### config.mk
export PLATFORM = sky130hd
export DESIGN_NAME = steer_sequencer
export DESIGN_NICKNAME = d
export VERILOG_FILES = /design/src/rtl/steer_pkg.sv /design/src/rtl/rr_arbiter4.sv /design/src/rtl/steer_sequencer.sv
export SDC_FILE = /design/constraint.sdc
export NUM_CORES = 1
export LEC_CHECK = 0
export BUFFER_PORTS_ARGS = -buffer_cell sky130_fd_sc_hd__buf_2
export CORE_MARGIN = 4
export CORE_UTILIZATION = 59
export DETAILED_ROUTE_END_ITERATION = 16
export PLACE_DENSITY = 0.94
export SYNTH_ARGS = -nofsm -noshare
export SYNTH_HDL_FRONTEND = slang
export SYNTH_SLANG_ARGS = --single-unit
export TNS_END_PERCENT = 30
### constraint.sdc
create_clock -name clock -period 5.6 [get_ports clock]
set_input_delay 0.28 -clock clock [delete_from_list [all_inputs] [get_ports clock]]
set_output_delay 0.28 -clock clock [all_outputs]
set_load 0.02 [all_outputs]
### src/rtl/steer_pkg.sv
// Shared definitions for the swerve steering sequencer: sizes, move tolerance,
// FSM state encoding and the unsigned angle distance helper.
package steer_pkg;

  localparam int NUM_WHEELS = 4;
  localparam int ANGLE_W    = 12;

  localparam logic [ANGLE_W:0] TOLERANCE = 13'd2;

  typedef enum logic [2:0] {
    ST_IDLE,
    ST_ARB,
    ST_SETTLE,
    ST_WAIT,
    ST_DONE,
    ST_ABORT
  } state_e;

  // Straight magnitude of the difference; 4095 and 0 are far apart, not neighbours.
  function automatic logic [ANGLE_W:0] abs_diff(input logic [ANGLE_W-1:0] a,
                                                input logic [ANGLE_W-1:0] b);
    logic [ANGLE_W:0] ea;
    logic [ANGLE_W:0] eb;
    ea = {1'b0, a};
    eb = {1'b0, b};
    return (ea >= eb) ? (ea - eb) : (eb - ea);
  endfunction

endpackage

### src/rtl/rr_arbiter4.sv
// Combinational round-robin pick among four requesters, starting the search
// at the pointer and wrapping past wheel 3 back to wheel 0.
module rr_arbiter4 (
  input  logic [3:0] req_i,
  input  logic [1:0] ptr_i,
  output logic [3:0] gnt_o,
  output logic [1:0] gnt_idx_o,
  output logic       any_req_o
);

  logic [1:0] idx;
  logic       found;

  always_comb begin
    gnt_o     = '0;
    gnt_idx_o = '0;
    any_req_o = |req_i;
    idx       = '0;
    found     = 1'b0;
    for (int i = 0; i < 4; i++) begin
      idx = ptr_i + 2'(i);
      if (!found && req_i[idx]) begin
        found      = 1'b1;
        gnt_idx_o  = idx;
        gnt_o[idx] = 1'b1;
      end
    end
  end

endmodule

### src/rtl/steer_sequencer.sv
// Time-shares one angle_to_pwm engine among the swerve wheels: latches per-wheel
// targets, grants pending wheels round-robin, launches the engine and supervises it.
module steer_sequencer
  import steer_pkg::*;
#(
  parameter logic [23:0] TIMEOUT_CYCLES = 24'd5_000_000,
  parameter int unsigned SETTLE_CYCLES  = 2
) (
  input  logic                          clock,
  input  logic                          reset,
  input  logic                          cmd_valid,
  input  logic [1:0]                    cmd_wheel,
  input  logic [ANGLE_W-1:0]            cmd_angle,
  input  logic [NUM_WHEELS*ANGLE_W-1:0] enc_angle,
  input  logic                          angle_done,
  input  logic                          err_clear,
  output logic [ANGLE_W-1:0]            target_angle,
  output logic [ANGLE_W-1:0]            current_angle,
  output logic                          angle_update,
  output logic                          engine_rst_n,
  output logic [1:0]                    sel_wheel,
  output logic                          busy,
  output logic                          done_pulse,
  output logic [1:0]                    done_wheel,
  output logic [NUM_WHEELS-1:0]         err_timeout
);

  localparam logic [7:0] SETTLE_LAST = 8'(SETTLE_CYCLES);

  state_e                  state_q, state_d;
  logic [NUM_WHEELS-1:0]   pending_q, pending_d;
  logic [ANGLE_W-1:0]      targets_q [NUM_WHEELS];
  logic [ANGLE_W-1:0]      target_q, target_d;
  logic [1:0]              sel_q, sel_d;
  logic [1:0]              rr_ptr_q, rr_ptr_d;
  logic [7:0]              settle_cnt_q, settle_cnt_d;
  logic [23:0]             tmo_cnt_q, tmo_cnt_d;
  logic                    abort_cnt_q, abort_cnt_d;
  logic                    update_q, update_d;
  logic [NUM_WHEELS-1:0]   err_q, err_d;

  logic [3:0]              gnt;
  logic [1:0]              gnt_idx;
  logic                    any_req;
  logic [ANGLE_W:0]        delta;

  rr_arbiter4 u_arb (
    .req_i     (pending_q),
    .ptr_i     (rr_ptr_q),
    .gnt_o     (gnt),
    .gnt_idx_o (gnt_idx),
    .any_req_o (any_req)
  );

  // The select is registered, so the engine sees a glitch-free encoder slice.
  always_comb begin
    current_angle = enc_angle[ANGLE_W*sel_q +: ANGLE_W];
  end

  assign delta = abs_diff(target_q, current_angle);

  always_comb begin
    state_d      = state_q;
    pending_d    = pending_q;
    target_d     = target_q;
    sel_d        = sel_q;
    rr_ptr_d     = rr_ptr_q;
    settle_cnt_d = settle_cnt_q;
    tmo_cnt_d    = tmo_cnt_q;
    abort_cnt_d  = abort_cnt_q;
    update_d     = 1'b0;
    err_d        = err_clear ? '0 : err_q;

    unique case (state_q)
      ST_IDLE: begin
        if (any_req) state_d = ST_ARB;
      end
      ST_ARB: begin
        if (any_req) begin
          sel_d        = gnt_idx;
          target_d     = targets_q[gnt_idx];
          pending_d    = pending_q & ~gnt;
          settle_cnt_d = '0;
          state_d      = ST_SETTLE;
        end else begin
          state_d = ST_IDLE;
        end
      end
      ST_SETTLE: begin
        if (settle_cnt_q == SETTLE_LAST) begin
          if (delta <= TOLERANCE) begin
            state_d = ST_DONE;
          end else begin
            update_d  = 1'b1;
            tmo_cnt_d = '0;
            state_d   = ST_WAIT;
          end
        end else begin
          settle_cnt_d = settle_cnt_q + 8'd1;
        end
      end
      ST_WAIT: begin
        // A completion arriving on the expiry cycle still counts as success.
        if (angle_done) begin
          state_d = ST_DONE;
        end else if (tmo_cnt_q == TIMEOUT_CYCLES - 24'd1) begin
          err_d[sel_q] = 1'b1;
          abort_cnt_d  = 1'b0;
          state_d      = ST_ABORT;
        end else begin
          tmo_cnt_d = tmo_cnt_q + 24'd1;
        end
      end
      ST_ABORT: begin
        if (abort_cnt_q) state_d = ST_IDLE;
        else             abort_cnt_d = 1'b1;
      end
      ST_DONE: begin
        rr_ptr_d = sel_q + 2'd1;
        state_d  = ST_IDLE;
      end
      default: state_d = ST_IDLE;
    endcase

    // A fresh command re-pends its wheel even if it was just granted.
    if (cmd_valid) pending_d[cmd_wheel] = 1'b1;
  end

  always_ff @(posedge clock or posedge reset) begin
    if (reset) begin
      state_q      <= ST_IDLE;
      pending_q    <= '0;
      target_q     <= '0;
      sel_q        <= '0;
      rr_ptr_q     <= '0;
      settle_cnt_q <= '0;
      tmo_cnt_q    <= '0;
      abort_cnt_q  <= 1'b0;
      update_q     <= 1'b0;
      err_q        <= '0;
      for (int i = 0; i < NUM_WHEELS; i++) targets_q[i] <= '0;
    end else begin
      state_q      <= state_d;
      pending_q    <= pending_d;
      target_q     <= target_d;
      sel_q        <= sel_d;
      rr_ptr_q     <= rr_ptr_d;
      settle_cnt_q <= settle_cnt_d;
      tmo_cnt_q    <= tmo_cnt_d;
      abort_cnt_q  <= abort_cnt_d;
      update_q     <= update_d;
      err_q        <= err_d;
      if (cmd_valid) targets_q[cmd_wheel] <= cmd_angle;
    end
  end

  assign target_angle = target_q;
  assign angle_update = update_q;
  assign engine_rst_n = (state_q != ST_ABORT);
  assign sel_wheel    = sel_q;
  assign busy         = (state_q != ST_IDLE);
  assign done_pulse   = (state_q == ST_DONE);
  assign done_wheel   = sel_q;
  assign err_timeout  = err_q;

endmodule

==> summary.txt, run 1 <==
Pwr
  • Leakage power: 3.75 nW
  • Internal: 2.54 mW
  • Psw: 2.20 mW
  • P per Cell Area: 579 nW/um2
  • Clock power share: 15.3%
  • Switching part of the total: 46.4%
  • IR drop worst, VDD: 283 uV
  • Sequential Power Share: 25.0%
  • Combinational share of power: 59.7%
  • Total power: 4.74 mW

Drt
  • DRT iter0 DRCs: 751
  • WL met2: 8.94 mm
  • Routed vias/inst: 6.32
  • Via count: 6,334
  • Post-route ant nets: 0
  • WL met3: 1.13 mm
  • DRC Markers: 0
  • Drt first pass iters: 5
  • Max Used Layer: met4
  • Met1 wire length: 7.94 mm
  • Total wire length: 18.4 mm
  • Wire per inst: 18.4 um

Place
  • Gpl congestion: 0.967
  • Dpl cell area: 7840 um2
  • Inst Count DP: 986
  • Detailed placer's ending HPWL: 13.2 mm
  • Pre-CTS setup slack: 0.867 ns
  • PortBufs: 102

Worst setup path
  • CP Max Fanout: 24
  • Critical path endpoint category: flip-flop
  • Slowest cell on crit path: o2111ai_2
  • Worst Path Arrival: 5.01 ns
  • CP startpoint kind: flip-flop
  • Critical path's top delay family: compound AO/OA/AOI/OAI gates
  • Worst path max stage delay: 0.94 ns
  • Crit Path Class: reg -> reg
  • Worst Path Buf+Inv: 0
  • Crit path cell chain: mux4_2 -> ha_1 -> nand2_1 -> a211o_1 -> a21oi_1 -> or4_1 -> a21boi_0 -> o32a_1 -> o2111ai_2 -> a41oi_1
  • Worst EP required: 5.77 ns

STA
  • Fmax: 0.207 GHz
  • Final setup fails: 0
  • Worst Tran Pin Value: 1.18 ns
  • Worst hold slack: 0.00103 ns
  • Final Critical Period: 4.84 ns
  • Max-slew violations: 0
  • Fin. Hold Viols: 0
  • Clk_skew: 0.00691 ns
  • RSZ-0062 raised after global routing: no
  • Setup TNS: 0 ns
  • Final period utilization: 86.4%
  • Post-route worst setup slack: 0.760 ns
  • Slew headroom: 21.3%

Final layout
  • Nets: 933
  • Post-layout util: 67.9%
  • Post-route cell area: 8190 um2
  • Diode count: 0
  • Non-filler cells, final: 1,002
  • Share of cells above drive strength 1: 25.9%
  • Syn-to-layout area delta: 12.6%

Run
  • Max Cap Viol: 0

Clocking
  • Clock Tree Root: clkbuf_16
  • H-tree depth: 3
  • # Post-CTS Setup Buffers: 0
  • Cts hold-fix bufs: 0
  • PostCTS Resize Cnt: 0
  • CTS clock-pin slew for the worst setup and hold paths: 0.08 ns
  • CTS tree: done
  • TritonCTS Sinks: 109
  • Num CTS Buffers: 9
  • Later-pin clock latency in the skew report: 0.36 ns
  • Clock Path Buffers: 2

Logic synthesis
  • Syn Nets: 855
  • Post-Synth Adder-Cell Area: 6.57%
  • Largest family of logic cells by synthesized area: multiplexers
  • Sequential area share after synthesis: 37.5%
  • Multiplexer share of the synthesized area: 17.5%
  • Asr flop ratio synth: 100%
  • Top-count cell post-synth: dfrtp_1
  • Leading area contributor after synthesis: dfrtp_1
  • Synth Area in XOR/XNOR: 2.17%
  • Netlist cell types: 67
  • Post-synth EDFFs: 0
  • Number of synthesized register bits: 109
  • Netlist Area Pre-Place: 7270 um2
  • Synth top area cells: dfrtp_1 (38%), mux2_2 (9.6%), ha_1 (6.0%), a21oi_1 (4.1%), mux4_2 (4.0%)
  • Post-synth top cells: dfrtp_1 (109), mux2_2 (62), a21oi_1 (60)
  • Mean post-synth cell area: 9.68 um2
  • Syn. warnings: 0
  • Synth Area in Simple Gates: 13.8%
  • Synth Area in Compound Gates: 16.9%
  • Prevailing post-synth register cell: dfrtp_1
  • Area fraction of the dominant cell type after synthesis: 37.5%
  • Synth Instances: 751

Die
  • Core box area: 12,100 um2
  • Die W: 119 um
  • Die Area: 14,200 um2
  • Die Span Y: 119 um
  • I/O pins: 103
  • Num rows: 40
  • Starting Density: 60.3%

Status
  • Status: completed

Hold path
  • Min-Delay Path Class: in -> async

Global routing
  • Initial antenna violation count: 0
  • First-pass GRT wire length: 30.5 mm
  • Global route overflow: 0
  • GRT Total Usage: 26.0%
  • Vias in the first global route: 6,021
  • Largest net degree at the start of global routing: 60
==> registers in the layout, summed over array words and instances, names as in the netlist, 3 cells and up <==
| signal | cells |
|---|---|
| tmo_cnt_q | 24 |
| err_timeout | 4 |
| state_q | 3 |
| targets_q | 48 |
| settle_cnt_q | 8 |
| target_angle | 12 |
| pending_q | 4 |
==> layout make-up <==
| class | count | area [um2] |
|---|---|---|
| multi-input combinational | 547 | 4150 |
| clock inverter | 7 | 118 |
| inverter | 54 | 205 |
| sequential | 109 | 2730 |
| timing repair buffer | 108 | 556 |
| clock buffer | 9 | 225 |
| fill | 866 | 3870 |
| tap | 168 | 210 |
==> worst register-to-register path, stage by stage (launching register included) <==
cell and delay (ns):
dfrtp_1 0.76, mux4_2 0.64, ha_1 0.57, nand2_1 0.15, a211o_1 0.35, a21oi_1 0.31, or4_1 0.18, a21boi_0 0.08
o32a_1 0.37, o2111ai_2 0.94, a41oi_1 0.29
==> power by group through the flow <==
| stage | Clock, mW | Sequential, mW | Combinational (mW) |
|---|---|---|---|
| 5_1_grt | 0.758 | 1.21 | 3.08 |
| 3_3_place_gp | 0 | 1.17 | 2.68 |
| 4_1_cts | 0.728 | 1.18 | 2.80 |
| 6_report | 0.725 | 1.19 | 2.83 |
| 2_1_floorplan | 0 | 1.11 | 2.19 |
| 3_5_place_dp | 0 | 1.20 | 2.75 |
==> cells by family (layout without fill, tap and decap cells) <==
logic type | after synthesis | count (layout)
compound gates | 192 | 192
xor+xnor | 18 | 18
fa+ha+maj | 37 | 37
buf+inv | 95 | 178
flops | 109 | 109
mux | 103 | 103
simple gates | 197 | 197
==> per-layer routing <==
| layer | vias up | GRT usage [%] |
|---|---|---|
| met5 | - | 0 |
| li1 | 2882 | - |
| met2 | 264 | 43.0 |
| met1 | 3147 | 35.9 |
| met4 | 0 | 7.24 |
| met3 | 41 | 3.94 |
==> final timing paths <==
check / slack, ns / cells past startpoint / to / from
setup / recovery: 0.76 / 10 / tmo_cnt_q[22] / done_wheel[0]
hold reg to reg: 0.51 / 1 / targets_q[7] / targets_q[7]
max in group asynchronous: 4.43 / 3 / target_angle[1] / reset
hold / removal: 0.001 / 2 / tmo_cnt_q[5] / reset
setup reg to reg: 0.76 / 10 / tmo_cnt_q[22] / done_wheel[0]
min in group clock: 0.15 / 2 / err_timeout[1] / err_clear
==> cells in the final DEF (no fill, tap or decap), drive strengths merged, types with 12 or more instances in the layout <==
master	count
buf	108
nor2	48
mux2i	28
a21oi	61
mux2	62
inv	57
xnor2	12
ha	35
mux4	13
and3	12
dfrtp	109
o21ai	51
nand3	21
nand2	56
Note: power is estimated with default switching activity, not from simulation.
==> inputs of run 2 (changes only) <==
SLEW_MARGIN = 0   (was not set)
SYNTH_HIERARCHICAL = 1   (was not set)
==> run 2 against run 1 <==
Global-route usage grew 2.0 points. Total power up 4.9%. Non-clock buffer count shrank 2. Final cell count is 1.1% lower. Via count grew 0.65%.
==> summary.txt, run 2 <==
Final layout
  • Fillers: 819
  • Non-filler cells, final: 991
  • Reg area: 2730 um2
  • Multi-input gate area: 4280 um2
  • Nets: 922
  • Share of cells above drive strength 1: 28.3%
  • Max reg flops: 48
  • Commonest non-fill, non-tap cell in the layout: dfrtp_1
  • Largest register by flop count: targets_q
  • Post-layout util: 68.6%
  • Most frequent cells in the layout: dfrtp_1 (109), buf_2 (102), inv_1 (67)
  • Syn-to-layout area delta: 12.3%

Clocking
  • Clock Tree Root: clkbuf_16
  • CTS clock-pin slew for the worst setup and hold paths: 0.09 ns
  • Num CTS Buffers: 9
  • Clock Path Buffers: 2
  • Later-pin clock latency in the skew report: 0.37 ns
  • TritonCTS Sinks: 109
  • CTS tree: done
  • H-tree depth: 3

STA
  • Final Critical Period: 4.84 ns
  • Worst Tran Pin Value: 1.21 ns
  • Worst hold slack: 0.150 ns
  • Slew headroom: 18.9%
  • RSZ-0062 raised after global routing: no
  • Setup TNS: 0 ns
  • Final period utilization: 86.5%
  • Clk_skew: 0.0133 ns
  • Final setup fails: 0
  • Fin. Hold Viols: 0
  • Fmax: 0.206 GHz
  • Max-slew violations: 0

Drt
  • DRT iter0 DRCs: 608
  • Wire per inst: 20.1 um
  • Via count: 6,375
  • Post-route ant nets: 0
  • Drt first pass iters: 5
  • Routed vias/inst: 6.43
  • DRC Markers: 0
  • Total wire length: 19.9 mm

Hold path
  • Min-Delay Path Class: in -> reg
  • Worst Hold Path EP: err_timeout[1]
  • Hold Path Stages: 2
  • Hold Path Origin: err_clear

Logic synthesis
  • Syn Nets: 843
  • Synth top area cells: dfrtp_1 (37%), mux4_2 (8.5%), mux2_2 (7.4%), ha_1 (6.1%), o21ai_0 (3.5%)
  • Area fraction of the dominant cell type after synthesis: 36.7%
  • Prevailing post-synth register cell: dfrtp_1
  • Post-synth top cells: dfrtp_1 (109), inv_1 (68), nand2_1 (54)
  • Synth Instances: 738
  • Post-synth EDFFs: 0
  • Mean post-synth cell area: 10.1 um2
  • Leading area contributor after synthesis: dfrtp_1
  • Sequential area share after synthesis: 36.7%
  • Number of synthesized register bits: 109
  • Top-count cell post-synth: dfrtp_1
  • Netlist Area Pre-Place: 7430 um2
  • Netlist cell types: 80
  • Syn. warnings: 6
  • Asr flop ratio synth: 100%

Global routing
  • Global route overflow: 0
  • Initial antenna violation count: 1
  • GRT Total Usage: 28.0%
  • Largest net degree at the start of global routing: 73
  • First-pass GRT wire length: 32.5 mm
  • Vias in the first global route: 6,359

Place
  • Gpl congestion: 0.959
  • PortBufs: 102
  • Detailed placer's ending HPWL: 14.3 mm
  • Inst Count DP: 973

Die
  • Core box area: 12,200 um2
  • Starting Density: 61.1%
  • Num rows: 40
  • Die W: 120 um
  • Die Span Y: 120 um
  • I/O pins: 103
  • Die Area: 14,500 um2

Worst setup path
  • Worst EP required: 5.86 ns
  • Worst path max stage delay: 0.84 ns
  • Critical path endpoint category: flip-flop
  • Crit path cell chain: buf_4 -> mux4_2 -> ha_1 -> a211oi_1 -> o21ai_0 -> a211oi_1 -> a21o_1 -> nand4_1 -> o41ai_1 -> nand3_2 -> a2111o_1
  • Most used cell, CP: a211oi_1
  • R2R setup slack: 0.76 ns
  • CP Max Fanout: 14
  • Crit Reg-Reg Endpoint: state_q[1]
  • Worst Path Arrival: 5.10 ns
  • Reg-to-Reg Start: done_wheel[0]
  • CP startpoint kind: flip-flop
  • Reg2Reg Depth: 11
  • Crit Path Class: reg -> reg
  • Slowest cell on crit path: dfrtp_1

Status
  • Status: completed

Pwr
  • Leakage power: 3.69 nW
  • Total power: 4.97 mW
  • P per Cell Area: 596 nW/um2
  • IR drop worst, VDD: 391 uV

Run
  • Max Cap Viol: 0
## run 2: cell types whose count changed in the layout (fill, tap and decap cells not counted), sizes merged, moves of 12 or more
cell and change:
mux2i -24, nor2 -20, nor3 +12, mux4 +15
a21oi -38, mux2 -12, inv +15, o21ai +15
## run 2: cells by family after synthesis
logic type	count (synthesis)	synth area share [%]
AND/OR/NAND/NOR	205	14.8
adder cells (fa/ha/maj)	38	6.60
buffers and inverters	106	6.03
XOR/XNOR	13	1.53
flip-flops	109	36.7
multiplexers	82	16.8
AO/OA/AOI/OAI	185	17.5
## run 2: repair_timing
action,4_1_cts,5_1_grt
endpoints found under the hold margin,37,0
buffers inserted,0,0
hold buffers,1,0
resized for setup,0,0
## run 2: power by group
part	total, mW	switching [mW]	internal, mW
Combinational	3.08	1.84	1.24
Clock	0.688	0.357	0.331
Sequential	1.20	0.244	0.959
Total	4.97	2.44	2.53
## run 2: final cells by class
| class | instances | share of cell area [%] |
|---|---|---|
| antenna | 1 | 0.0300 |
| inverter | 68 | 3.09 |
| multi-input combinational | 523 | 51.3 |
| timing repair buffer | 106 | 6.51 |
| clock buffer | 9 | 2.70 |
| sequential | 109 | 32.7 |
| tap | 168 | 2.52 |
| clock inverter | 7 | 1.21 |
## run 2: stage by stage
stage | area, um2 | setup slack (ns)
6_report | 8350 | 0.756
3_5_place_dp | 8010 | 0.838
5_1_grt | 8350 | 0.457
4_1_cts | 8340 | 0.793
2_1_floorplan | 7430 | 0.891
3_3_place_gp | 8010 | 1.02
## run 2: how the worst max path moves through the flow
stage / depth (start not counted) / start / slack (ns) / end
global placement: 11 / done_wheel[0] / 1.02 / tmo_cnt_q[13]
finish: 11 / done_wheel[0] / 0.76 / state_q[1]
floorplan: 14 / done_wheel[0] / 0.89 / tmo_cnt_q[11]
detailed placement: 11 / done_wheel[0] / 0.84 / tmo_cnt_q[10]
global route: 11 / done_wheel[0] / 0.46 / tmo_cnt_q[15]
CTS: 11 / done_wheel[0] / 0.79 / tmo_cnt_q[15]
## run 2: layer usage
layer | up-vias | routed length (um) | global-route usage, %
li1 | 2872 | - | -
met1 | 3128 | 7820 | 34.8
met2 | 317 | 10100 | 47.7
met3 | 58 | 1420 | 7.20
met4 | 0 | 589 | 9.84
met5 | - | 0 | 0
## run 2: critical path, delay by kind of cell, from the launching register on
family | cells | cell delay (ns)
flip-flops | 1 | 0.84
AND/OR/NAND/NOR | 2 | 0.39
AO/OA/AOI/OAI | 6 | 2.25
buffers and inverters | 1 | 0.29
adder cells (fa/ha/maj) | 1 | 0.43
multiplexers | 1 | 0.53
==> inputs of run 3 (changes only) <==
CORE_UTILIZATION = 60   (was 59)
CTS_BUF_LIST = sky130_fd_sc_hd__clkbuf_4   (was not set)
PLACE_DENSITY = 0.95   (was 0.94)
==> run 3 against run 2 <==
Highest routed layer unchanged. Total power fell by 6.2%. Largest cell class unchanged. Hold slack got worse by 0.11 ns. Register-to-register slack improved by 0.14 ns. Clock power fell by 38%. Global-route usage fell by 0.97 points.
==> summary.txt, run 3 (synthesized netlist as in run 2, its figures left out) <==
Status
  • Status: completed

Worst setup path
  • Slowest cell on crit path: dfrtp_1
  • CP startpoint kind: flip-flop
  • Critical path's top delay family: compound AO/OA/AOI/OAI gates
  • Worst EP required: 6.02 ns
  • Worst Path Arrival: 5.12 ns
  • Critical path endpoint category: flip-flop
  • Crit path cell chain: buf_4 -> mux4_2 -> ha_1 -> a21o_1 -> a22o_1 -> a311oi_2 -> a21boi_4 -> mux2_1 -> a221oi_2 -> a41oi_4 -> o21ai_0
  • Crit Path Class: reg -> reg
  • CP Max Fanout: 19
  • Worst Path Buf+Inv: 1
  • Worst path max stage delay: 0.77 ns

Drt
  • DRC Markers: 0
  • Total wire length: 18.8 mm
  • Post-route ant nets: 0
  • Drt first pass iters: 5
  • DRT iter0 DRCs: 610
  • Via count: 6,323
  • Routed vias/inst: 6.34
  • Wire per inst: 18.8 um

Final layout
  • Most frequent cells in the layout: dfrtp_1 (109), buf_2 (102), inv_1 (67)
  • Nets: 928
  • Fillers: 875
  • Syn-to-layout area delta: 10.9%
  • Reg area: 2730 um2
  • Commonest non-fill, non-tap cell in the layout: dfrtp_1
  • Share of cells above drive strength 1: 28.1%
  • Multi-input gate area: 4280 um2
  • Largest register by flop count: targets_q
  • Max reg flops: 48
  • Non-filler cells, final: 998

Clocking
  • # Post-CTS Setup Buffers: 0
  • CTS tree: done
  • Num CTS Buffers: 9
  • PostCTS Resize Cnt: 0
  • Cts hold-fix bufs: 5
  • TritonCTS Sinks: 109
  • CTS clock-pin slew for the worst setup and hold paths: 0.20 ns
  • H-tree depth: 3
  • Clock Tree Root: clkbuf_4
  • Clock Path Buffers: 2
  • Later-pin clock latency in the skew report: 0.52 ns

Place
  • PortBufs: 102
  • Detailed placer's ending HPWL: 14.2 mm
  • Pre-CTS setup slack: 0.939 ns
  • Gpl congestion: 0.982
  • Inst Count DP: 973

STA
  • Post-route worst setup slack: 0.897 ns
  • Slew headroom: 25.7%
  • Fin. Hold Viols: 0
  • Setup TNS: 0 ns
  • Final Critical Period: 4.70 ns
  • Clk_skew: 0.0259 ns
  • Worst Tran Pin Value: 1.11 ns
  • Final setup fails: 0
  • RSZ-0062 raised after global routing: no
  • Fmax: 0.213 GHz
  • Final period utilization: 84.0%
  • Max-slew violations: 0

Global routing
  • First-pass GRT wire length: 31.1 mm
  • GRT Total Usage: 27.0%
  • Initial antenna violation count: 1
  • Vias in the first global route: 6,222
  • Global route overflow: 0
  • Largest net degree at the start of global routing: 57

Die
  • Num rows: 40
  • Core box area: 12,100 um2
  • Starting Density: 61.6%
  • Die Area: 14,200 um2
  • Die W: 119 um
  • I/O pins: 103
  • Die Span Y: 119 um

Pwr
  • Leakage power: 3.64 nW
  • P per Cell Area: 566 nW/um2
  • IR drop worst, VDD: 365 uV
  • Total power: 4.66 mW

Run
  • Max Cap Viol: 0

Hold path
  • Min-Delay Path Class: in -> reg
run 3: changes by cell type in the layout (fill, tap and decap cells not counted):
cell           change
clkbuf_4           +9
dlygate4sd3_1      +6
clkbuf_16          -9
inv_12             -1
clkinv_8           -1
diode_2            +1
inv_8              +2
run 3: per-layer routing:
layer / vias to the layer above / global-route usage (%) / share of wire, %
li1: 2901 / - / -
met1: 3063 / 34.9 / 39
met2: 301 / 43.9 / 49
met3: 58 / 6.13 / 7.6
met4: 0 / 11.3 / 4.0
met5: - / 0 / 0
run 3: path summary, 6_finish.rpt:
| path | startpoint | endpoint | slack (ns) | cells after the start |
|---|---|---|---|---|
| worst max-delay path | done_wheel[0] | tmo_cnt_q[12] | 0.90 | 11 |
| worst min-delay path | cmd_angle[1] | targets_q[25] | 0.04 | 2 |
| worst max register to register | done_wheel[0] | tmo_cnt_q[12] | 0.90 | 11 |
| worst min register to register | targets_q[23] | targets_q[23] | 0.53 | 1 |
| max in group asynchronous | reset | targets_q[8] | 4.05 | 4 |
| min in group asynchronous | reset | err_timeout[1] | 0.39 | 3 |
run 3: per-stage QoR:
step | utilization, % | hold WS [ns] | area, um2
2_1_floorplan | - | 0.376 | 7430
3_3_place_gp | 66.4 | 0.435 | 8010
3_5_place_dp | 66.4 | 0.433 | 8010
4_1_cts | 68.1 | 0.0000929 | 8220
5_1_grt | 68.3 | 0.0163 | 8240
6_report | 68.3 | 0.0414 | 8240
run 3: power breakdown:
| group | switching, mW | internal, mW | leakage, nW |
|---|---|---|---|
| combinational | 1.80 | 1.25 | 2.20 |
| clock | 0.308 | 0.116 | 0.0852 |
| sequential | 0.237 | 0.958 | 1.36 |
| total | 2.35 | 2.32 | 3.64 |
run 3: area by class of cell:
type	instances	area share (%)
Multi-Input combinational cell	523	51.9
Sequential cell	109	33.1
Timing Repair Buffer	112	7.32
Inverter	68	3.13
Tap cell	168	2.55
Clock inverter	7	1.11
Clock buffer	9	0.820
Antenna cell	2	0.0607
run 3: worst register-to-register path: cells and delay by family, from the launching register on:
kind                     cells  cell delay (ns)
adder cells (fa/ha/maj)      1             0.43
AO/OA/AOI/OAI                7             2.17
flip-flops                   1             0.77
buffers and inverters        1             0.31
multiplexers                 2             0.94
